File: src/rtl/spi_slave_pkg.sv
// Register map, status bit positions and the status word layout for the SPI slave port.
// Shared by the RTL and the driver model in the bench.
package spi_slave_pkg;

  localparam logic [1:0] ADDR_TX   = 2'd0;
  localparam logic [1:0] ADDR_RX   = 2'd1;
  localparam logic [1:0] ADDR_STAT = 2'd2;
  localparam logic [1:0] ADDR_CLR  = 2'd3;

  localparam int ST_TXEMPTY = 0;
  localparam int ST_DATARDY = 1;
  localparam int ST_TXFULL  = 2;
  localparam int ST_RXOVF   = 3;
  localparam int ST_TXUNF   = 4;

  typedef struct packed {
    logic [2:0] rsvd;
    logic       tx_unf;
    logic       rx_ovf;
    logic       tx_full;
    logic       datardy;
    logic       tx_empty;
  } status_t;

endpackage

File: src/rtl/spi_slave_port_fifo.sv
// Generic register-based FIFO; push/pop take effect on the clock edge, head is combinational.
// A push into a full FIFO is dropped unless a pop happens in the same cycle.
// Pointers wrap modulo DEPTH (a power of two); count carries one extra bit to tell full from empty.
module sync_fifo #(
  parameter int WIDTH = 8,
  parameter int DEPTH = 4
) (
  input  logic                     clk,
  input  logic                     reset,
  input  logic                     push,
  input  logic [WIDTH-1:0]         data,
  input  logic                     pop,
  output logic                     full,
  output logic                     empty,
  output logic [WIDTH-1:0]         head,
  output logic [$clog2(DEPTH):0]   count
);

  localparam int AW = $clog2(DEPTH);

  logic [WIDTH-1:0] mem [DEPTH];
  logic [AW-1:0]    wr_ptr;
  logic [AW-1:0]    rd_ptr;
  logic             do_push;
  logic             do_pop;

  assign full    = (count == (AW+1)'(DEPTH));
  assign empty   = (count == '0);
  assign head    = mem[rd_ptr];
  assign do_push = push && (!full || pop);
  assign do_pop  = pop && (!empty || push);

  always_ff @(posedge clk or negedge reset) begin
    if (!reset) begin
      wr_ptr <= '0;
      rd_ptr <= '0;
      count  <= '0;
    end else begin
      if (do_push) wr_ptr <= wr_ptr + 1'b1;
      if (do_pop)  rd_ptr <= rd_ptr + 1'b1;
      if (do_push && !do_pop)      count <= count + 1'b1;
      else if (!do_push && do_pop) count <= count - 1'b1;
    end
  end

  always_ff @(posedge clk) begin
    if (do_push) mem[wr_ptr] <= data;
  end

endmodule

File: src/rtl/spi_slave_port.sv
// Bus-mapped SPI slave (MSB first, sample mosi on sclk fall, drive miso on sclk rise).
// Latency: RX push 4 clk after the last sclk fall; miso moves 3 clk after the sclk rise.
// Backpressure: none on the link; a full RX FIFO drops the byte (rx_ovf), empty TX sends 0x00 (tx_unf).
module spi_slave_port
  import spi_slave_pkg::*;
#(
  parameter int DEPTH = 4
) (
  input  logic       clk,
  input  logic       reset,
  input  logic [7:0] din,
  output logic [7:0] dout,
  input  logic       wren,
  input  logic       rden,
  input  logic [1:0] addr,
  input  logic       sclk,
  input  logic       mosi,
  input  logic       ss_n,
  output logic       miso
);

  logic [2:0] sclk_sync;
  logic [1:0] mosi_sync;
  logic [2:0] ss_sync;
  logic [2:0] bit_cnt;
  logic [7:0] rx_sr;
  logic [7:0] tx_sr;
  logic [7:0] rx_byte;
  logic       rx_push;
  logic       rx_ovf;
  logic       tx_unf;

  logic       sclk_rise, sclk_fall, ss_act, ss_fall, wrap, load;
  logic       rx_pop, tx_push, tx_pop, clr;
  logic       rx_full, rx_empty, tx_full, tx_empty;
  logic [7:0] rx_head, tx_head, tx_byte;
  logic [$clog2(DEPTH):0] rx_count, tx_count;
  logic       unused_count;
  status_t    status;

  assign sclk_rise = sclk_sync[1] & ~sclk_sync[2];
  assign sclk_fall = ~sclk_sync[1] & sclk_sync[2];
  assign ss_act    = ~ss_sync[1];
  assign ss_fall   = ss_sync[2] & ~ss_sync[1];
  assign wrap      = ss_act & sclk_fall & (bit_cnt == 3'd7);
  assign load      = ss_act & (ss_fall | wrap);

  assign rx_pop  = rden && (addr == ADDR_RX) && !rx_empty;
  assign tx_push = wren && (addr == ADDR_TX);
  assign tx_pop  = load && !tx_empty;
  assign tx_byte = tx_empty ? 8'h00 : tx_head;
  assign clr     = wren && (addr == ADDR_CLR);

  assign unused_count = ^{rx_count, tx_count};

  // Sync flops idle at the deselected level so a tied-high ss_n never looks like a fall.
  always_ff @(posedge clk or negedge reset) begin
    if (!reset) begin
      sclk_sync <= '0;
      mosi_sync <= '0;
      ss_sync   <= '1;
    end else begin
      sclk_sync <= {sclk_sync[1:0], sclk};
      mosi_sync <= {mosi_sync[0], mosi};
      ss_sync   <= {ss_sync[1:0], ss_n};
    end
  end

  always_ff @(posedge clk or negedge reset) begin
    if (!reset) begin
      bit_cnt <= '0;
      rx_sr   <= '0;
      tx_sr   <= '0;
      rx_byte <= '0;
      rx_push <= 1'b0;
      miso    <= 1'b0;
    end else begin
      rx_push <= 1'b0;
      if (!ss_act) begin
        bit_cnt <= '0;
        rx_sr   <= '0;
        miso    <= 1'b0;
      end else begin
        if (sclk_fall) begin
          rx_sr   <= {rx_sr[6:0], mosi_sync[1]};
          bit_cnt <= bit_cnt + 3'd1;
          if (bit_cnt == 3'd7) begin
            rx_push <= 1'b1;
            rx_byte <= {rx_sr[6:0], mosi_sync[1]};
          end
        end
        // The first rise of a byte re-presents bit 7, so the shift lands bit 6 on the second rise.
        if (load) begin
          tx_sr <= tx_byte;
          miso  <= tx_byte[7];
        end else if (sclk_rise) begin
          miso  <= tx_sr[7];
          tx_sr <= {tx_sr[6:0], 1'b0};
        end
      end
    end
  end

  always_ff @(posedge clk or negedge reset) begin
    if (!reset) begin
      rx_ovf <= 1'b0;
      tx_unf <= 1'b0;
    end else begin
      if (rx_push && rx_full && !rx_pop) rx_ovf <= 1'b1;
      else if (clr && din[0])            rx_ovf <= 1'b0;
      if (load && tx_empty)              tx_unf <= 1'b1;
      else if (clr && din[1])            tx_unf <= 1'b0;
    end
  end

  sync_fifo #(.WIDTH(8), .DEPTH(DEPTH)) u_rx_fifo (
    .clk   (clk),
    .reset (reset),
    .push  (rx_push),
    .data  (rx_byte),
    .pop   (rx_pop),
    .full  (rx_full),
    .empty (rx_empty),
    .head  (rx_head),
    .count (rx_count)
  );

  sync_fifo #(.WIDTH(8), .DEPTH(DEPTH)) u_tx_fifo (
    .clk   (clk),
    .reset (reset),
    .push  (tx_push),
    .data  (din),
    .pop   (tx_pop),
    .full  (tx_full),
    .empty (tx_empty),
    .head  (tx_head),
    .count (tx_count)
  );

  assign status = '{3'b000, tx_unf, rx_ovf, tx_full, ~rx_empty, tx_empty};

  always_comb begin
    dout = 8'h00;
    case (addr)
      ADDR_RX:   dout = rx_empty ? 8'h00 : rx_head;
      ADDR_STAT: dout = status;
      default:   dout = 8'h00;
    endcase
  end

endmodule

File: config.mk
export PLATFORM = sky130hd
export DESIGN_NAME = spi_slave_port
export DESIGN_NICKNAME = d
export VERILOG_FILES = /design/src/rtl/spi_slave_pkg.sv /design/src/rtl/spi_slave_port_fifo.sv /design/src/rtl/spi_slave_port.sv
export SDC_FILE = /design/constraint.sdc
export NUM_CORES = 1
export LEC_CHECK = 0
export CORE_MARGIN = 10
export CORE_UTILIZATION = 25
export DETAILED_ROUTE_END_ITERATION = 16
export SYNTH_ARGS = -nofsm -noshare
export SYNTH_HDL_FRONTEND = slang
export SYNTH_SLANG_ARGS = --single-unit
File: constraint.sdc
create_clock -name clk -period 3.1 [get_ports clk]
set_clock_uncertainty 0.05 [all_clocks]
set_input_delay 0.31 -clock clk [delete_from_list [all_inputs] [get_ports clk]]
set_output_delay 0.31 -clock clk [all_outputs]
set_load 0.005 [all_outputs]
* After elaboration in Yosys (flattened, before gate mapping)
Memory sizes are Yosys's and may differ from the RTL's. Index checks and enable logic that the tools add are counted.
Storage, ports and cells: memory bits (writable) 64, output and inout port bits 9, input bits 17, memories 2, logic and storage cells 115, flip-flop bits (word level) 52
Memories:
- u_rx_fifo.mem | words 4, width 8, read ports 1, clocked after memory_dff 0, wr ports 1, RTL line spi_slave_port_fifo.sv:21 | logic [WIDTH-1:0] mem [DEPTH];
- u_tx_fifo.mem | words 4, width 8, read ports 1, clocked after memory_dff 0, wr ports 1, RTL line spi_slave_port_fifo.sv:21
Operators by class: mux-type cells 27, bitwise gates (word level) 11, reductions and logical operators 43, add/sub/neg operators 9, equal/unequal tests 6
Operator list (count):
- 8-bit two-way mux | 4
- 1-bit logical AND | 18
- 3-bit two-way mux | 6
- 8-bit case mux with 2 select lines | 1
- 1-bit two-way mux | 14
- 7-bit two-way mux | 2
- 2-bit nonzero test | 6
- 3-bit by 1-bit adder with 3-bit output (second input constant) | 3
- 3-bit == test (second input constant) | 3
- 1-bit logical NOT | 9
- 2-bit by 1-bit adder with 2-bit output (second input constant) | 4
- 1-bit bitwise AND | 6
- 3-bit logical NOT | 2
- 3-bit by 1-bit subtractor with 3-bit output (second input constant) | 2
- 2-bit == test (second input constant) | 2
- 1-bit logical OR | 4
- 1-bit inverter | 4
- 3-bit AND reduction | 1
- 3-bit nonzero test | 1
- 2-bit by 1-bit == test with 1-bit output (second input constant) | 1
- 2-bit logical NOT | 1
- 2-bit AND reduction | 1
- 1-bit bitwise OR | 1

* Logic depth before layout (Yosys ltp)
Gate-level depths: netlist (run 1).
depth after elaboration 13, depth in mapped cells 13, gate-level depth less buffers 11

* Hierarchy
A second synthesis (run 1) with hierarchy kept.
Unflattened totals: cells, all modules 312, area total of the unflattened synthesis 4903.5 µm²
Modules (own cells, without submodules):
- sync_fifo | area an instance 1596.5 µm², cells each 78, times used 2
- spi_slave_port | area an instance 1710.4 µm², cells each 156, times used 1

* Worst setup path after synthesis (run 1)
Ideal clock, no wire load.
path type register -> register, from register bit_cnt[0], to register u_tx_fifo.count[2], stages on the path, launching flop included 14, library setup time 79 ps, buffers on the path 2, arrival time 2383 ps, setup slack 588 ps, cell sequence dfrtp_1 ha_1 ha_1 nand4bb_1 buf_4 o21a_1 buf_6 a31oi_4 ha_1 inv_1 fa_1 xor2_1 nor2_1 xor2_1
Between the ends: cells in the longest elaborated chain, start to end 10, elaborated cells on any way between the ends 14, classes of those cells eq/ne: 1; mux: 1; bitwise: 3; reduce/logical: 9
RTL lines:
- start: declaration | RTL line spi_slave_port.sv:25 | logic [2:0] bit_cnt;
- start signal: assignment | RTL line spi_slave_port.sv:86 | bit_cnt <= bit_cnt + 3'd1;
- 3-bit == test (*) | RTL line spi_slave_port.sv:45 | assign wrap = ss_act & sclk_fall & (bit_cnt == 3'd7);
- 1-bit bitwise AND (*) | RTL line spi_slave_port.sv:45
- 1-bit bitwise OR (*) | RTL line spi_slave_port.sv:46 | assign load = ss_act & (ss_fall | wrap);
- 1-bit bitwise AND (*) | RTL line spi_slave_port.sv:46
- 1-bit logical AND (*) | RTL line spi_slave_port.sv:50 | assign tx_pop = load && !tx_empty;
- 1-bit logical OR (*) | RTL line spi_slave_port_fifo.sv:30 | assign do_push = push && (!full || pop);
- 1-bit logical AND (*) | RTL line spi_slave_port_fifo.sv:30
- via u_tx_fifo.do_push | RTL line spi_slave_port_fifo.sv:24 | logic do_push;
- 1-bit logical NOT | RTL line spi_slave_port_fifo.sv:42 | else if (!do_push && do_pop) count <= count - 1'b1;
- 1-bit logical AND | RTL line spi_slave_port_fifo.sv:42
- 2-bit nonzero test (no source line)
- end signal: assignment | RTL line spi_slave_port_fifo.sv:41 | if (do_push && !do_pop) count <= count + 1'b1;
- end signal: assignment | RTL line spi_slave_port_fifo.sv:42
- end: declaration | RTL line spi_slave_port_fifo.sv:16 | output logic [$clog2(DEPTH):0] count
Mark *: on every way through the listed nets, which the timed path passes. The rest lies on a longest branch. A chain may end at the register's enable or synchronous reset.

* Worst setup path after layout (run 1)
from register u_rx_fifo.rd_ptr[0], to output dout[1]
Between the ends: cells in the longest elaborated chain, start to end 3
RTL lines:
- start: declaration | RTL line spi_slave_port_fifo.sv:23 | logic [AW-1:0] rd_ptr;
- start signal: assignment | RTL line spi_slave_port_fifo.sv:40 | if (do_pop) rd_ptr <= rd_ptr + 1'b1;
- memory 4 x 8 bit
- 8-bit two-way mux | RTL line spi_slave_port.sv:145 | ADDR_RX: dout = rx_empty ? 8'h00 : rx_head;
- 8-bit case mux with 2 select lines | RTL line spi_slave_port.sv:144 | case (addr)
- end: declaration | RTL line spi_slave_port.sv:12 | output logic [7:0] dout,
No other way between the ends.

==> impl_metrics.env, run 1 <==
export IMPL_synth_top_cells_by_count="edfxtp_1 (64), nand2_1 (54), dfrtp_1 (49), inv_1 (17)"
export IMPL_clkSinkCount=116
export IMPL_drc=0
export IMPL_path_class="reg2out"
export IMPL_hpwl_mm=5.99
export IMPL_final_period_utilization_pct=89.4
export IMPL_htreeDepth=4
export IMPL_ir_drop_v=0.000335
export IMPL_routed_wl_met2_mm=4.20
export IMPL_synth_cells=328
export IMPL_period_needed_ns=2.77
export IMPL_clkTransAtPathRegs_ns=0.06
export IMPL_die_width_um=158
export IMPL_grt_pass1_vias=2796
export IMPL_hp_class="in2async"
export IMPL_antenna_found_initial=0
export IMPL_placementRows=50
export IMPL_place_congestion=0.719
export IMPL_grt_max_degree=46
export IMPL_fmax_mhz=361
export IMPL_fin_nets=402
export IMPL_cts_hold_fix_buffers=0
export IMPL_drv_cap=0
export IMPL_wl_met1_mm=3.84
export IMPL_cp_cell_sequence="mux4_2 > a21oi_1 > nor2_1 > clkdlybuf4s50_1"
export IMPL_status="complete, no violations"
export IMPL_dr_wl_met3_um=424
export IMPL_globalRouteTotalUtil_pct=7.64
export IMPL_maxUsedRoutingLayer="met4"
export IMPL_tightest_slew_ns=1.04
export IMPL_fin_setup_tns_ns=0
export IMPL_cts_setup_buffers=0
export IMPL_slew_headroom_pct=30.9
export IMPL_ys_ff_latch=116
export IMPL_drt_pre_antenna_iters=4
export IMPL_viasPerCell=4.26
export IMPL_cp_end_kind="output port"
export IMPL_grt_pass1_wl_mm=14.4
export IMPL_clock_latency_ns=0.41
export IMPL_timing_final_ws_setup_ns=0.328
export IMPL_power_leakage_nw=2.20
export IMPL_yosys_warnings=0
export IMPL_start_util_pct=25.4
export IMPL_cts_tree="yes"
export IMPL_yosys_area_top_type="edfxtp_1"
export IMPL_pre_cts_ws_ns=0.394
export IMPL_synth_area_leaders="edfxtp_1 (40%), dfrtp_1 (26%), mux4_2 (7.6%), nand2_1 (4.3%), ha_1 (4.2%)"
export IMPL_yosysSeqAreaShare_pct=67.8
export IMPL_cp_arrival_ns=2.41
export IMPL_yosysMostFrequentCell="edfxtp_1"
export IMPL_async_flop_share_pct=44.8
export IMPL_fp_coreArea_um2=18700
export IMPL_rsz0062_at_grt="no"
export IMPL_path_max_fanout=10
export IMPL_cts_buffer_depth=2
export IMPL_postCtsResizedCells=0
export IMPL_synth_nets=363
export IMPL_syn_avg_cell_area_um2=14.5
export IMPL_rrSetupSlack_ns=0.61
export IMPL_synth_edf_count=64
export IMPL_layout_drive_gt1_share_pct=15.8
export IMPL_synth_area_um2=4760
export IMPL_dp_cells=582
export IMPL_drt_initial_drc_count=139
export IMPL_path_buf_inv=1
export IMPL_die_h_um=158
export IMPL_cp_required_ns=2.74
export IMPL_utilization_pct=31.6
export IMPL_area_growth_pct=24.3
export IMPL_ys_types=38
export IMPL_cp_slowest_cell="dfrtp_1"
export IMPL_ios=26
export IMPL_ant_nets=0
export IMPL_cts_root_buf="clkbuf_16"
export IMPL_cts_buffers=17
export IMPL_diodes=0
export IMPL_instances_no_fill=614
export IMPL_wl_per_cell_um=14.1
export IMPL_hold_viol_final=0
export IMPL_ys_flop_type="edfxtp_1"
export IMPL_wl_mm=8.66
export IMPL_finalSetupViolCount=0
export IMPL_cp_top_family="flip-flops"
export IMPL_gr_total_overflow=0
export IMPL_holdWs_ns=0.0406
export IMPL_dieArea_um2=25000
export IMPL_p_per_area_nw_per_um2=793
export IMPL_slew_violations=0
export IMPL_cp_slowest_stage_delay_ns=0.72
export IMPL_synth_top_area_share_pct=40.4
export IMPL_vias=2615
export IMPL_portBuffers=25
export IMPL_start_kind="flop"
## layout by cell type (no fill, tap or decap), types with 13 or more instances in the layout
cell             instances
edfxtp_1                64
nand2_1                 54
dfrtp_1                 49
clkdlybuf4s50_1         24
inv_1                   17
clkbuf_16               17
mux4_2                  16
a21oi_1                 16
ha_1                    16
nor2_1                  13
## metrics by stage
step,area [µm²],power [mW]
4_1_cts,5910,4.75
3_5_place_dp,5280,2.69
3_3_place_gp,5280,2.65
2_1_floorplan,4760,2.45
5_1_grt,5910,4.91
6_report,5910,4.69
## worst register-to-register path, stage by stage, from the launching register on
cell	delay (ns)
dfrtp_1	0.37
ha_1	0.15
ha_1	0.15
nand4bb_1	0.13
o21a_1	0.17
a31oi_4	0.30
ha_1	0.24
inv_1	0.06
fa_1	0.37
xor2_1	0.17
nor2_1	0.11
xor2_1	0.15
## final timing paths
kind | startpoint | endpoint | depth (start not counted)
min reg2reg | mosi_sync[0]$_DFF_PN0_ | mosi_sync[1]$_DFF_PN0_ | 0
min | reset | u_rx_fifo.wr_ptr[0]$_DFFE_PN0P_ | 1
max | u_rx_fifo.rd_ptr[0]$_DFFE_PN0P_ | dout[1] | 4
min in group clk | ss_n | ss_sync[0]$_DFF_PN1_ | 1
max reg2reg | bit_cnt[0]$_DFFE_PN0P_ | u_tx_fifo.count[2]$_DFFE_PN0P_ | 11
max in group asynchronous | reset | u_tx_fifo.wr_ptr[1]$_DFFE_PN0P_ | 2
## cell families after synthesis
| family | count (synthesis) | share of synthesized area (%) |
|---|---|---|
| xor+xnor | 13 | 2.39 |
| compound gates | 37 | 4.86 |
| buf+inv | 29 | 2.63 |
| flops | 116 | 67.8 |
| simple gates | 96 | 8.97 |
| fa+ha+maj | 18 | 5.05 |
| mux | 19 | 8.28 |
## cell type report
type                    instances  area (µm²)
fillers                      1801       12800
flip-flops and latches        116        3230
multi-input cells             183        1410
clock buffers                  17         425
well taps                     234         293
repair buffers                 31         290
clock inverters                15         205
inverters                      18        67.6
## routing by layer
metal | up-vias | track usage, %
met5 | - | 0
met4 | 0 | 4.37
met3 | 15 | 2.90
met2 | 40 | 11.9
met1 | 1300 | 8.86
li1 | 1260 | -
## flip-flops by register name (all words and copies together) (netlist names)
signal            count
miso                  1
u_rx_fifo.mem        32
tx_sr                 8
ss_sync               3
sclk_sync             3
u_tx_fifo.rd_ptr      2
rx_ovf                1
tx_unf                1
mosi_sync             2
bit_cnt               3
u_rx_fifo.wr_ptr      2
u_tx_fifo.mem        32
u_tx_fifo.wr_ptr      2
rx_push               1
u_rx_fifo.count       3
u_tx_fifo.count       3
rx_sr                 7
u_rx_fifo.rd_ptr      2
rx_byte               8
## report_power, final
part	switching [mW]	internal (mW)
Combinational	0.243	0.375
Sequential	0.242	1.78
Clock	0.699	1.35
Note: power is estimated with default switching activity, not from simulation.
==> run 2, diff against run 1 <==
--- a/config.mk
+++ b/config.mk
@@ -5,9 +5,11 @@
 export SDC_FILE = /design/constraint.sdc
 export NUM_CORES = 1
 export LEC_CHECK = 0
+export CORE_ASPECT_RATIO = 1.4
 export CORE_MARGIN = 10
 export CORE_UTILIZATION = 25
 export DETAILED_ROUTE_END_ITERATION = 16
+export REMOVE_ABC_BUFFERS = 1
 export SYNTH_ARGS = -nofsm -noshare
 export SYNTH_HDL_FRONTEND = slang
 export SYNTH_SLANG_ARGS = --single-unit
==> impl_metrics.env, run 2 (same netlist as run 1, synthesis figures left out) <==
export IMPL_dp_cells=593
export IMPL_grt_use_met2_pct=12.3
export IMPL_rsz0062_at_grt="no"
export IMPL_drc=0
export IMPL_vias=2628
export IMPL_cp_arrival_ns=2.42
export IMPL_ios=26
export IMPL_r2r_start="bit_cnt[0]$_DFFE_PN0P_"
export IMPL_hold_path_depth=1
export IMPL_die_width_um=137
export IMPL_cp_end_kind="output port"
export IMPL_die_h_um=183
export IMPL_worstRegToRegCells=11
export IMPL_fin_setup_tns_ns=0
export IMPL_globalRouteTotalUtil_pct=7.56
export IMPL_drt_pre_antenna_iters=4
export IMPL_path_max_fanout=10
export IMPL_cp_required_ns=2.74
export IMPL_grt_pass1_vias=2854
export IMPL_status="complete, no violations"
export IMPL_design_area_um2=5900
export IMPL_wl_per_cell_um=14.0
export IMPL_grt_pass1_wl_mm=14.5
export IMPL_regToRegEndpoint="u_tx_fifo.count[2]$_DFFE_PN0P_"
export IMPL_htreeDepth=4
export IMPL_hpwl_mm=6.14
export IMPL_hold_viol_final=0
export IMPL_final_period_utilization_pct=89.8
export IMPL_clock_latency_ns=0.41
export IMPL_clkSinkCount=116
export IMPL_postCtsResizedCells=0
export IMPL_cts_buffers=17
export IMPL_viasPerCell=4.20
export IMPL_rrSetupSlack_ns=0.52
export IMPL_layout_drive_gt1_share_pct=16.0
export IMPL_place_congestion=0.742
export IMPL_dieArea_um2=25000
export IMPL_placementRows=59
export IMPL_final_cell_mix="edfxtp_1 (64), nand2_1 (54), dfrtp_1 (49)"
export IMPL_use_met3_pct=3.56
export IMPL_path_class="reg2out"
export IMPL_num_fill_cells=1825
export IMPL_busiest_layer="met2"
export IMPL_fmax_mhz=359
export IMPL_ant_nets=0
export IMPL_cts_hold_fix_buffers=1
export IMPL_clkTransAtPathRegs_ns=0.05
export IMPL_wl_mm=8.78
export IMPL_fin_nets=404
export IMPL_ir_drop_v=0.000526
export IMPL_slew_violations=0
export IMPL_power_leakage_nw=2.22
export IMPL_period_needed_ns=2.78
export IMPL_drv_cap=0
export IMPL_hp_class="in2reg"
export IMPL_largestRegisters="u_rx_fifo.mem: 32 flops, u_tx_fifo.mem: 32 flops"
export IMPL_drt_initial_drc_count=109
export IMPL_start_util_pct=25.5
export IMPL_critPathCapture="dout[1]"
export IMPL_fp_coreArea_um2=18700
export IMPL_cts_setup_buffers=0
export IMPL_p_per_area_nw_per_um2=770
export IMPL_grt_max_degree=36
export IMPL_finalSetupViolCount=0
export IMPL_start_kind="flop"
export IMPL_tightest_slew_ns=0.675
export IMPL_antenna_found_initial=0
export IMPL_cp_startpoint="u_rx_fifo.rd_ptr[0]$_DFFE_PN0P_"
export IMPL_post_dp_cell_area_um2=5300
export IMPL_slew_headroom_pct=54.9
export IMPL_portBuffers=25
export IMPL_cts_root_buf="clkbuf_16"
export IMPL_diodes=0
export IMPL_cts_tree="yes"
export IMPL_use_met1_pct=8.47
export IMPL_area_growth_pct=24.0
export IMPL_gr_total_overflow=0
export IMPL_final_common_cell="edfxtp_1"
export IMPL_cts_buffer_depth=2
export IMPL_instances_no_fill=626
run 2: changes by cell type in the layout (fill, tap and decap cells not counted):
cell and change:
dlygate4sd3_1 +1, clkinvlp_4 -4, clkinv_2 +7, clkbuf_8 +4
clkinv_4 -2, bufinv_16 -2, inv_6 -3, buf_4 +1
run 2: layer usage:
| metal | part of all wire, % | routed length, µm |
|---|---|---|
| met3 | 4.5 | 393 |
| met2 | 52 | 4600 |
| met4 | 0.97 | 85 |
| met5 | 0 | 0 |
| met1 | 42 | 3700 |
run 2: critical path, cell delays in order, from the launching register on:
cell,delay (ns)
dfrtp_1,0.74
mux4_2,0.59
a21oi_1,0.16
nor2_1,0.06
clkdlybuf4s50_1,0.46
run 2: report_power, final:
part           switching (mW)  internal (mW)  leakage, nW
clock network           0.648           1.25        0.296
registers               0.230           1.78         1.19
logic                   0.253          0.381        0.728
total                    1.13           3.41         2.22
run 2: metrics by stage:
stage | utilization, % | hold WS (ns) | power [mW] | setup slack (ns)
4_1_cts | 31.6 | 0.275 | 4.61 | 0.270
2_1_floorplan | - | -0.0356 | 2.43 | 0.341
5_1_grt | 31.6 | 0.277 | 4.77 | 0.144
3_5_place_dp | 28.4 | 0.215 | 2.69 | 0.392
6_report | 31.6 | 0.292 | 4.55 | 0.316
3_3_place_gp | 28.4 | 0.212 | 2.64 | 0.456
run 2: final cells by class:
cell class              count  area (µm²)  share of cell area, %
clock buffers              21         480                   8.14
clock inverters            11         106                   1.80
inverters                  18        67.6                   1.15
multi-input cells         183        1410                   23.8
flip-flops and latches    116        3230                   54.7
well taps                 244         305                   5.17
repair buffers             33         308                   5.22
run 2: worst min-delay path by stage:
stage / from / endpoint / slack [ns]
6_report: ss_n / ss_sync[0]$_DFF_PN1_ / 0.29
5_1_grt: ss_n / ss_sync[0]$_DFF_PN1_ / 0.28
4_1_cts: ss_n / ss_sync[0]$_DFF_PN1_ / 0.27
3_5_place_dp: reset / rx_byte[6]$_DFFE_PN0P_ / 0.21
3_3_place_gp: reset / rx_byte[6]$_DFFE_PN0P_ / 0.21
2_1_floorplan: reset / bit_cnt[0]$_DFFE_PN0P_ / -0.04
